**src/rtl/fir_out_packer.sv**
```systemverilog
// fir_out_packer: narrows FIR results to Q1.15, buffers them in a first-word-fall-through
// FIFO and drives a framed AXI-Stream master. Define FIR_OUT_SAT_EN for saturating narrowing.
module fir_out_packer #(
  parameter int IN_WIDTH   = 32,
  parameter int OUT_WIDTH  = 16,
  parameter int FIFO_DEPTH = 16,
  parameter int FRAME_LEN  = 64
) (
  input  logic                          clk,
  input  logic                          rst,
  input  logic                          s_tvalid,
  input  logic [IN_WIDTH-1:0]           s_tdata,
  output logic                          m_tvalid,
  input  logic                          m_tready,
  output logic [OUT_WIDTH-1:0]          m_tdata,
  output logic                          m_tlast,
  input  logic                          clr_ovf,
  output logic                          overflow,
  output logic [15:0]                   drop_count,
  output logic [$clog2(FIFO_DEPTH):0]   fill_level
);

  localparam int AW     = $clog2(FIFO_DEPTH);
  localparam int FW     = (FRAME_LEN > 1) ? $clog2(FRAME_LEN) : 1;
  localparam int LAST_I = FRAME_LEN - 1;

  localparam logic [AW:0]   DEPTH_C    = FIFO_DEPTH[AW:0];
  localparam logic [AW:0]   CNT_ONE_C  = {{AW{1'b0}}, 1'b1};
  localparam logic [AW-1:0] PTR_ONE_C  = {{(AW-1){1'b0}}, 1'b1};
  localparam logic [FW-1:0] FRM_LAST_C = LAST_I[FW-1:0];
  localparam logic [FW-1:0] FRM_ONE_C  = {{(FW-1){1'b0}}, 1'b1};

  logic [OUT_WIDTH-1:0] narrow_s;
  logic [OUT_WIDTH-1:0] data1_r;
  logic                 v1_r;
  logic [OUT_WIDTH-1:0] mem_r [FIFO_DEPTH];
  logic [AW-1:0]        wr_ptr_r;
  logic [AW-1:0]        rd_ptr_r;
  logic [AW:0]          count_r;
  logic [FW-1:0]        frame_r;
  logic                 ovf_r;
  logic [15:0]          drop_r;
  logic                 pop_s;
  logic                 push_s;
  logic                 drop_s;
  logic                 nonempty_s;

`ifdef FIR_OUT_SAT_EN
  localparam logic signed [IN_WIDTH-1:0] SAT_MAX_C =
    {{(IN_WIDTH-OUT_WIDTH+1){1'b0}}, {(OUT_WIDTH-1){1'b1}}};
  localparam logic signed [IN_WIDTH-1:0] SAT_MIN_C =
    {{(IN_WIDTH-OUT_WIDTH+1){1'b1}}, {(OUT_WIDTH-1){1'b0}}};

  function automatic logic [OUT_WIDTH-1:0] narrow(input logic signed [IN_WIDTH-1:0] x);
    if (x > SAT_MAX_C) begin
      narrow = {1'b0, {(OUT_WIDTH-1){1'b1}}};
    end else if (x < SAT_MIN_C) begin
      narrow = {1'b1, {(OUT_WIDTH-1){1'b0}}};
    end else begin
      narrow = x[OUT_WIDTH-1:0];
    end
  endfunction

  assign narrow_s = narrow(s_tdata);
`else
  // Plain two's-complement wrap: the upper result bits are intentionally discarded.
  function automatic logic [OUT_WIDTH-1:0] narrow(input logic [OUT_WIDTH-1:0] x);
    narrow = x;
  endfunction

  logic unused_hi_s;
  assign unused_hi_s = ^s_tdata[IN_WIDTH-1:OUT_WIDTH];
  assign narrow_s    = narrow(s_tdata[OUT_WIDTH-1:0]);
`endif

  assign nonempty_s = (count_r != {(AW+1){1'b0}});

  // Push/pop/drop decisions; a full FIFO still accepts when it pops in the same cycle.
  always_comb begin
    pop_s  = 1'b0;
    push_s = 1'b0;
    drop_s = 1'b0;
    if (nonempty_s && m_tready) begin
      pop_s = 1'b1;
    end else begin
      pop_s = 1'b0;
    end
    if (v1_r) begin
      push_s = (count_r < DEPTH_C) || pop_s;
      drop_s = !push_s;
    end else begin
      push_s = 1'b0;
      drop_s = 1'b0;
    end
  end

  // Stage 1: narrowing register and its valid.
  always_ff @(posedge clk) begin
    if (rst) begin
      data1_r <= {OUT_WIDTH{1'b0}};
      v1_r    <= 1'b0;
    end else begin
      v1_r <= s_tvalid;
      if (s_tvalid) begin
        data1_r <= narrow_s;
      end
    end
  end

  // FIFO storage; contents are don't-care until written, so no reset is needed.
  always_ff @(posedge clk) begin
    if (push_s) begin
      mem_r[wr_ptr_r] <= data1_r;
    end
  end

  // FIFO pointers and occupancy.
  always_ff @(posedge clk) begin
    if (rst) begin
      wr_ptr_r <= {AW{1'b0}};
      rd_ptr_r <= {AW{1'b0}};
      count_r  <= {(AW+1){1'b0}};
    end else begin
      if (push_s) begin
        wr_ptr_r <= wr_ptr_r + PTR_ONE_C;
      end
      if (pop_s) begin
        rd_ptr_r <= rd_ptr_r + PTR_ONE_C;
      end
      case ({push_s, pop_s})
        2'b10:   count_r <= count_r + CNT_ONE_C;
        2'b01:   count_r <= count_r - CNT_ONE_C;
        default: count_r <= count_r;
      endcase
    end
  end

  // Frame position of the head beat; advances only on pops.
  always_ff @(posedge clk) begin
    if (rst) begin
      frame_r <= {FW{1'b0}};
    end else if (pop_s) begin
      if (frame_r == FRM_LAST_C) begin
        frame_r <= {FW{1'b0}};
      end else begin
        frame_r <= frame_r + FRM_ONE_C;
      end
    end
  end

  // Drop bookkeeping; a clear coinciding with a drop leaves a count of one.
  always_ff @(posedge clk) begin
    if (rst) begin
      ovf_r  <= 1'b0;
      drop_r <= 16'h0000;
    end else if (clr_ovf) begin
      ovf_r  <= drop_s;
      drop_r <= drop_s ? 16'h0001 : 16'h0000;
    end else if (drop_s) begin
      ovf_r <= 1'b1;
      if (drop_r != 16'hFFFF) begin
        drop_r <= drop_r + 16'h0001;
      end
    end
  end

  assign m_tvalid   = nonempty_s;
  assign m_tdata    = nonempty_s ? mem_r[rd_ptr_r] : {OUT_WIDTH{1'b0}};
  assign m_tlast    = nonempty_s && (frame_r == FRM_LAST_C);
  assign overflow   = ovf_r;
  assign drop_count = drop_r;
  assign fill_level = count_r;

endmodule
```
**config.mk**
```make
export PLATFORM = sky130hd
export DESIGN_NAME = fir_out_packer
export DESIGN_NICKNAME = d
export VERILOG_FILES = /design/src/rtl/fir_out_packer.sv
export SDC_FILE = /design/constraint.sdc
export NUM_CORES = 1
export LEC_CHECK = 0
export CORE_AREA = 2 2 270 139
export CTS_BUF_LIST = sky130_fd_sc_hd__clkbuf_4
export DETAILED_ROUTE_END_ITERATION = 8
export DIE_AREA = 0 0 272 141
export PLACE_DENSITY_LB_ADDON = 0.3
export SLEW_MARGIN = 20
export SYNTH_ARGS = -nofsm -noshare
export SYNTH_HDL_FRONTEND = slang
export SYNTH_SLANG_ARGS = --single-unit
```
**constraint.sdc**
```tcl
create_clock -name clk -period 2.9 [get_ports clk]
set_input_delay 0.58 -clock clk [delete_from_list [all_inputs] [get_ports clk]]
set_output_delay 0.58 -clock clk [all_outputs]
set_load 0.02 [all_outputs]
```
Yosys cells after proc, flatten, opt, wreduce, memory -nomap -nowiden:

Memory sizes are Yosys's and may differ from the RTL's. A register that Yosys moved wholly into a read port is not among the register bits.
Index checks and enable logic that the tools add are counted.

* register bits after elaboration: 53
* RAM bits: 256
* bits of input ports: 37
* logic and storage cells: 45
* memories: 1

Memories
* mem_r: depth 16, bits a word 16, rd ports 1, clocked after Yosys merged registers in 1, write ports 1, line 36 `logic [OUT_WIDTH-1:0] mem_r [FIFO_DEPTH];`

* $add $sub $neg: 6
* order comparisons: 1
* equal/unequal tests: 4
* mux-type cells: 16
* reductions and logical operators: 9

Operator list (number)
* $mux 16: 4
* $add 16x1->16 const B: 1
* $ne 16x16->1 const B: 1
* $pmux 5 s2: 1
* $add 4x1->4 const B: 2
* $mux 1: 8
* $mux 4: 2
* $add 6x1->6 const B: 1
* $eq 6x6->1 const B: 1
* $mux 6: 1
* $reduce_bool 2->1: 3
* $add 5x1->5 const B: 1
* $lt 5x5->1 const B: 1
* $reduce_bool 5->1: 1
* $sub 5x1->5 const B: 1
* $eq 2x1->1 const B: 1
* $eq 2x2->1 const B: 1
* $logic_and 1x1->1: 2
* $reduce_and 2->1: 1
* $logic_not 1->1: 1
* $logic_or 1x1->1: 1

Longest topological paths before layout:

* depth after elaboration: 8
* mapped depth: 13
* depth with buffers taken out: 11

Least setup slack after synthesis:

OpenSTA, ideal clock, no wires.

* path type: register to register
* start: reg count_r[1], in the netlist fill_level[1]
* end: reg count_r[4], in the netlist fill_level[4]
* library setup time: 0.123 ns
* arrival time: 3.105 ns
* required time: 2.777 ns
* path slack: -0.329 ns
* stages on the path, launching flop included: 14
* path through: dfxtp_1 > buf_2 > or4_1 > o21a_1 > buf_4 > ha_1 > clkbuf_1 > xor2_1 > ha_1 > nand2_1 > o21ai_1 > o31ai_1 > mux2i_1 > mux2_1

* word-level cells in the longest chain between the ends: 7
* elaborated cells between the ends (all ways): 12
* those cells by class: 2 x add/sub; 1 x order compare; 2 x eq/ne; 3 x mux; 4 x reduce/logical

RTL lines
* start, declared: line 39 `logic [AW:0] count_r;`
* start signal, assigned: line 122 `count_r <= {(AW+1){1'b0}};`
* start signal, assigned: line 131 `2'b10: count_r <= count_r + CNT_ONE_C;`
* start signal, assigned: line 132 `2'b01: count_r <= count_r - CNT_ONE_C;`
* $reduce_bool 5->1 (*): line 76 `assign nonempty_s = (count_r != {(AW+1){1'b0}});`
* $logic_and 1x1->1 (*): line 83 `if (nonempty_s && m_tready) begin`
* $mux 1 (*): line 83
* net pop_s: line 43 `logic pop_s;`
* $logic_or 1x1->1: line 89 `push_s = (count_r < DEPTH_C) || pop_s;`
* $mux 1: line 88 `if (v1_r) begin`
* $eq 2x1->1 or $eq 2x2->1 (tied branches): line 130 `case ({push_s, pop_s})`
* $pmux 5 s2 or $reduce_bool 2->1 (tied branches)

Mark *: on every way through the listed nets, which the timed path passes. The rest lies on a longest branch.
A chain may end at the register's enable or synchronous reset.

==> run metrics <==
Multi-input gate area 0.00348 sq mm; critical path's slowest cell mux4_2; H-tree depth 3; width of the die 272 um; Synth area leader edfxtp_1; Max stage delay on crit path 0.55 ns; Die Y 141 um; Gate power share 30.9%; Syn Inst Count 684; Starting Density 34.1%; Iter 0 DRT Violations 696; core area 0.0363 sq mm; global-route wire length before repair 44,300 um; vias after detailed routing 6,921; Worst EP arrival 2.76 ns; number of global-route vias before repair 6,878; number of enable flip-flop cells after synthesis 256; 1st-pass router iterations 4; RSZ-0062 raised after global routing true; Setup Skew 0.0418 ns; wirelength, routed 30,200 um; Power, Total 12.8 mW; Antenna Nets Post-Route 0; DIE AREA 0.0384 sq mm; Final Critical Period 3.34 ns; Switching Fraction 29.1%; synth top area cells edfxtp_1 (62%), mux4_2 (14%), dfxtp_1 (9.2%); Worst Path Class, Setup reg2out; Psw 3.71 mW; P_leak 5.19 nW; Vias/cell 4.95; Inserted Clock Buffers 72; CP Data Required Time 2.32 ns; sequential share of power 40.3%; Final #Nets 894; part of the cycle the worst path needs 115%; critical-path maximum fanout 5; I/O Buffers 60; fillers 3,226; worst skew pair latency 0.73 ns; Final GP Congestion 0.813; predominant post-synthesis flop cell edfxtp_1; hpwl dp 17,600 um; # IOs 77; YS warnings 0; Clock Pin Slew Worst Setup and Hold Paths 0.07 ns; Cells after DPL 1,249; FF+latch area 0.00884 sq mm; internal power 9.04 mW; DRC 0; actual slew at the worst max-slew pin 0.640 ns; Clock Power Share 28.7%; diode count 0; Area Overhead vs Synth 24.0%; failing checks negative setup slack; Setup-failing EPs final 16; grt ovf 0; Hold Buf Count CTS 0; Net Count, Synth 731; fin. max-slew vios 0; TritonCTS Sinks 313; Root Driver clkbuf_4; CP top delay family multiplexers; Post-Layout Cell Count 1,397; top cell type's share of synthesized area 61.9%; Hold Path Class in2reg; pin count of the biggest net entering global routing 37; Avg Synthesized Cell Area 18.1 sq um; post-synthesis sequential area ratio 71.1%; Fin. Hold Viols 0; setup ws final -0.437 ns; Yosys cell types 47; initial antenna violation count 0; GRT Total Usage 16.0%; most frequent cells in the layout edfxtp_1 (256), clkbuf_4 (102), mux4_2 (79), nor2_1 (59), dfxtp_1 (51); cell mode on critical path mux4_2; #FFs+latches synth 313; status finished, violations left; post-synthesis instance area 0.0124 sq mm; Max VDD drop 0.439 mV; # rows 50; Setup crit start kind flip-flop; commonest non-fill, non-tap cell in the layout edfxtp_1; critical path buffer and inverter count 3; layout cell share with drive strength beyond 1 35.0%; fmax 300 MHz; Async S/R FF share, synth 0%; Worst Setup End Kind output port; max_cap viols 0; Clock Tree Buf Depth 3; crit path cell chain buf_8, buf_12, mux4_2, mux4_2, nor2b_1, buf_4; Worst slew margin 57.3%; PD cells 828 mW/mm^2; CTS tree built; Avg WL per Cell 21.6 um
synthesized netlist by cell type, drive strengths merged (6+ instances only):
library cell,count
nor2b,19
buf,16
clkbuf,22
dfxtp,57
inv,9
nand2,18
edfxtp,256
mux4,80
ha,10
nor2,72
xnor2,10
nor3,6
a21oi,11
mux2i,21
nand4,10
xor2,16
path summary, 6_finish.rpt:
path | startpoint | to | slack, ns | cells past startpoint
hold reg to reg | rd_ptr_r[3]$_SDFFE_PP0P_ | rd_ptr_r[3]$_SDFFE_PP0P_ | 0.51 | 2
hold / removal | rst | fill_level[2]$_SDFFE_PP0P_ | 0.15 | 2
setup reg to reg | fill_level[0]$_SDFFE_PP0P_ | fill_level[4]$_SDFFE_PP0P_ | 0.16 | 10
setup / recovery | flip-flop | m_tdata[1] | -0.44 | 6
stage by stage:
step	TNS, ns	instance area (sq um)	setup slack (ns)	utilization (%)	hold WS, ns
2_1_floorplan	-0.0283	12500	-0.0283	-	0.471
3_5_place_dp	-1.13	14100	-0.122	38.7	0.501
6_report	-6.50	15400	-0.437	42.4	0.152
4_1_cts	-8.09	15300	-0.544	42.0	0.0813
3_3_place_gp	-0.960	14100	-0.0973	38.7	0.481
5_1_grt	-8.24	15400	-0.550	42.4	0.121
logic make-up after synthesis:
group / count (synthesis) / synth area share [%]
flip-flops: 313 / 71.1
buffers and inverters: 47 / 1.95
AO/OA/AOI/OAI: 34 / 1.81
AND/OR/NAND/NOR: 152 / 5.90
adder cells (fa/ha/maj): 10 / 1.01
multiplexers: 102 / 16.4
XOR/XNOR: 26 / 1.83
registers in the layout, summed over array words and instances, names as in the netlist, named ones only:
register / cells
mem_r: 256
fill_level: 5
rd_ptr_r: 4
v1_r: 1
overflow: 1
frame_r: 6
data1_r: 16
drop_count: 16
wr_ptr_r: 4
power groups by stage:
stage                     combinational (mW)  sequential [mW]  clock (mW)
after detailed placement                3.04             5.25           0
after global routing                    4.19             5.17        4.02
after floorplan                         1.93             5.20           0
final                                   3.94             5.14        3.66
after CTS                               3.76             5.14        3.79
after global placement                  3.03             5.24           0
per-layer routing:
metal	global-route usage (%)	share of wire, %	wire length (um)
met4	4.77	1.5	458
met3	4.16	6.9	2090
met5	0	0	0
met1	26.1	51	15500
met2	20.4	40	12100
timing repair:
| item | CTS | global route |
|---|---|---|
| gates resized for setup | 103 | 21 |
| cloned | 6 | 1 |
| buffers inserted | 9 | 2 |
| endpoints found under the setup margin | 18 | 18 |
| pin swaps | 1 | 1 |
final cells by class:
type                    count  area share [%]
multi-input cells         324            22.6
inverters                   9           0.219
flip-flops and latches    313            57.4
repair buffers            127            9.54
well taps                 494            4.02
clock buffers             102            4.97
clock inverters            28            1.22
Note: power is estimated with default switching activity, not from simulation.
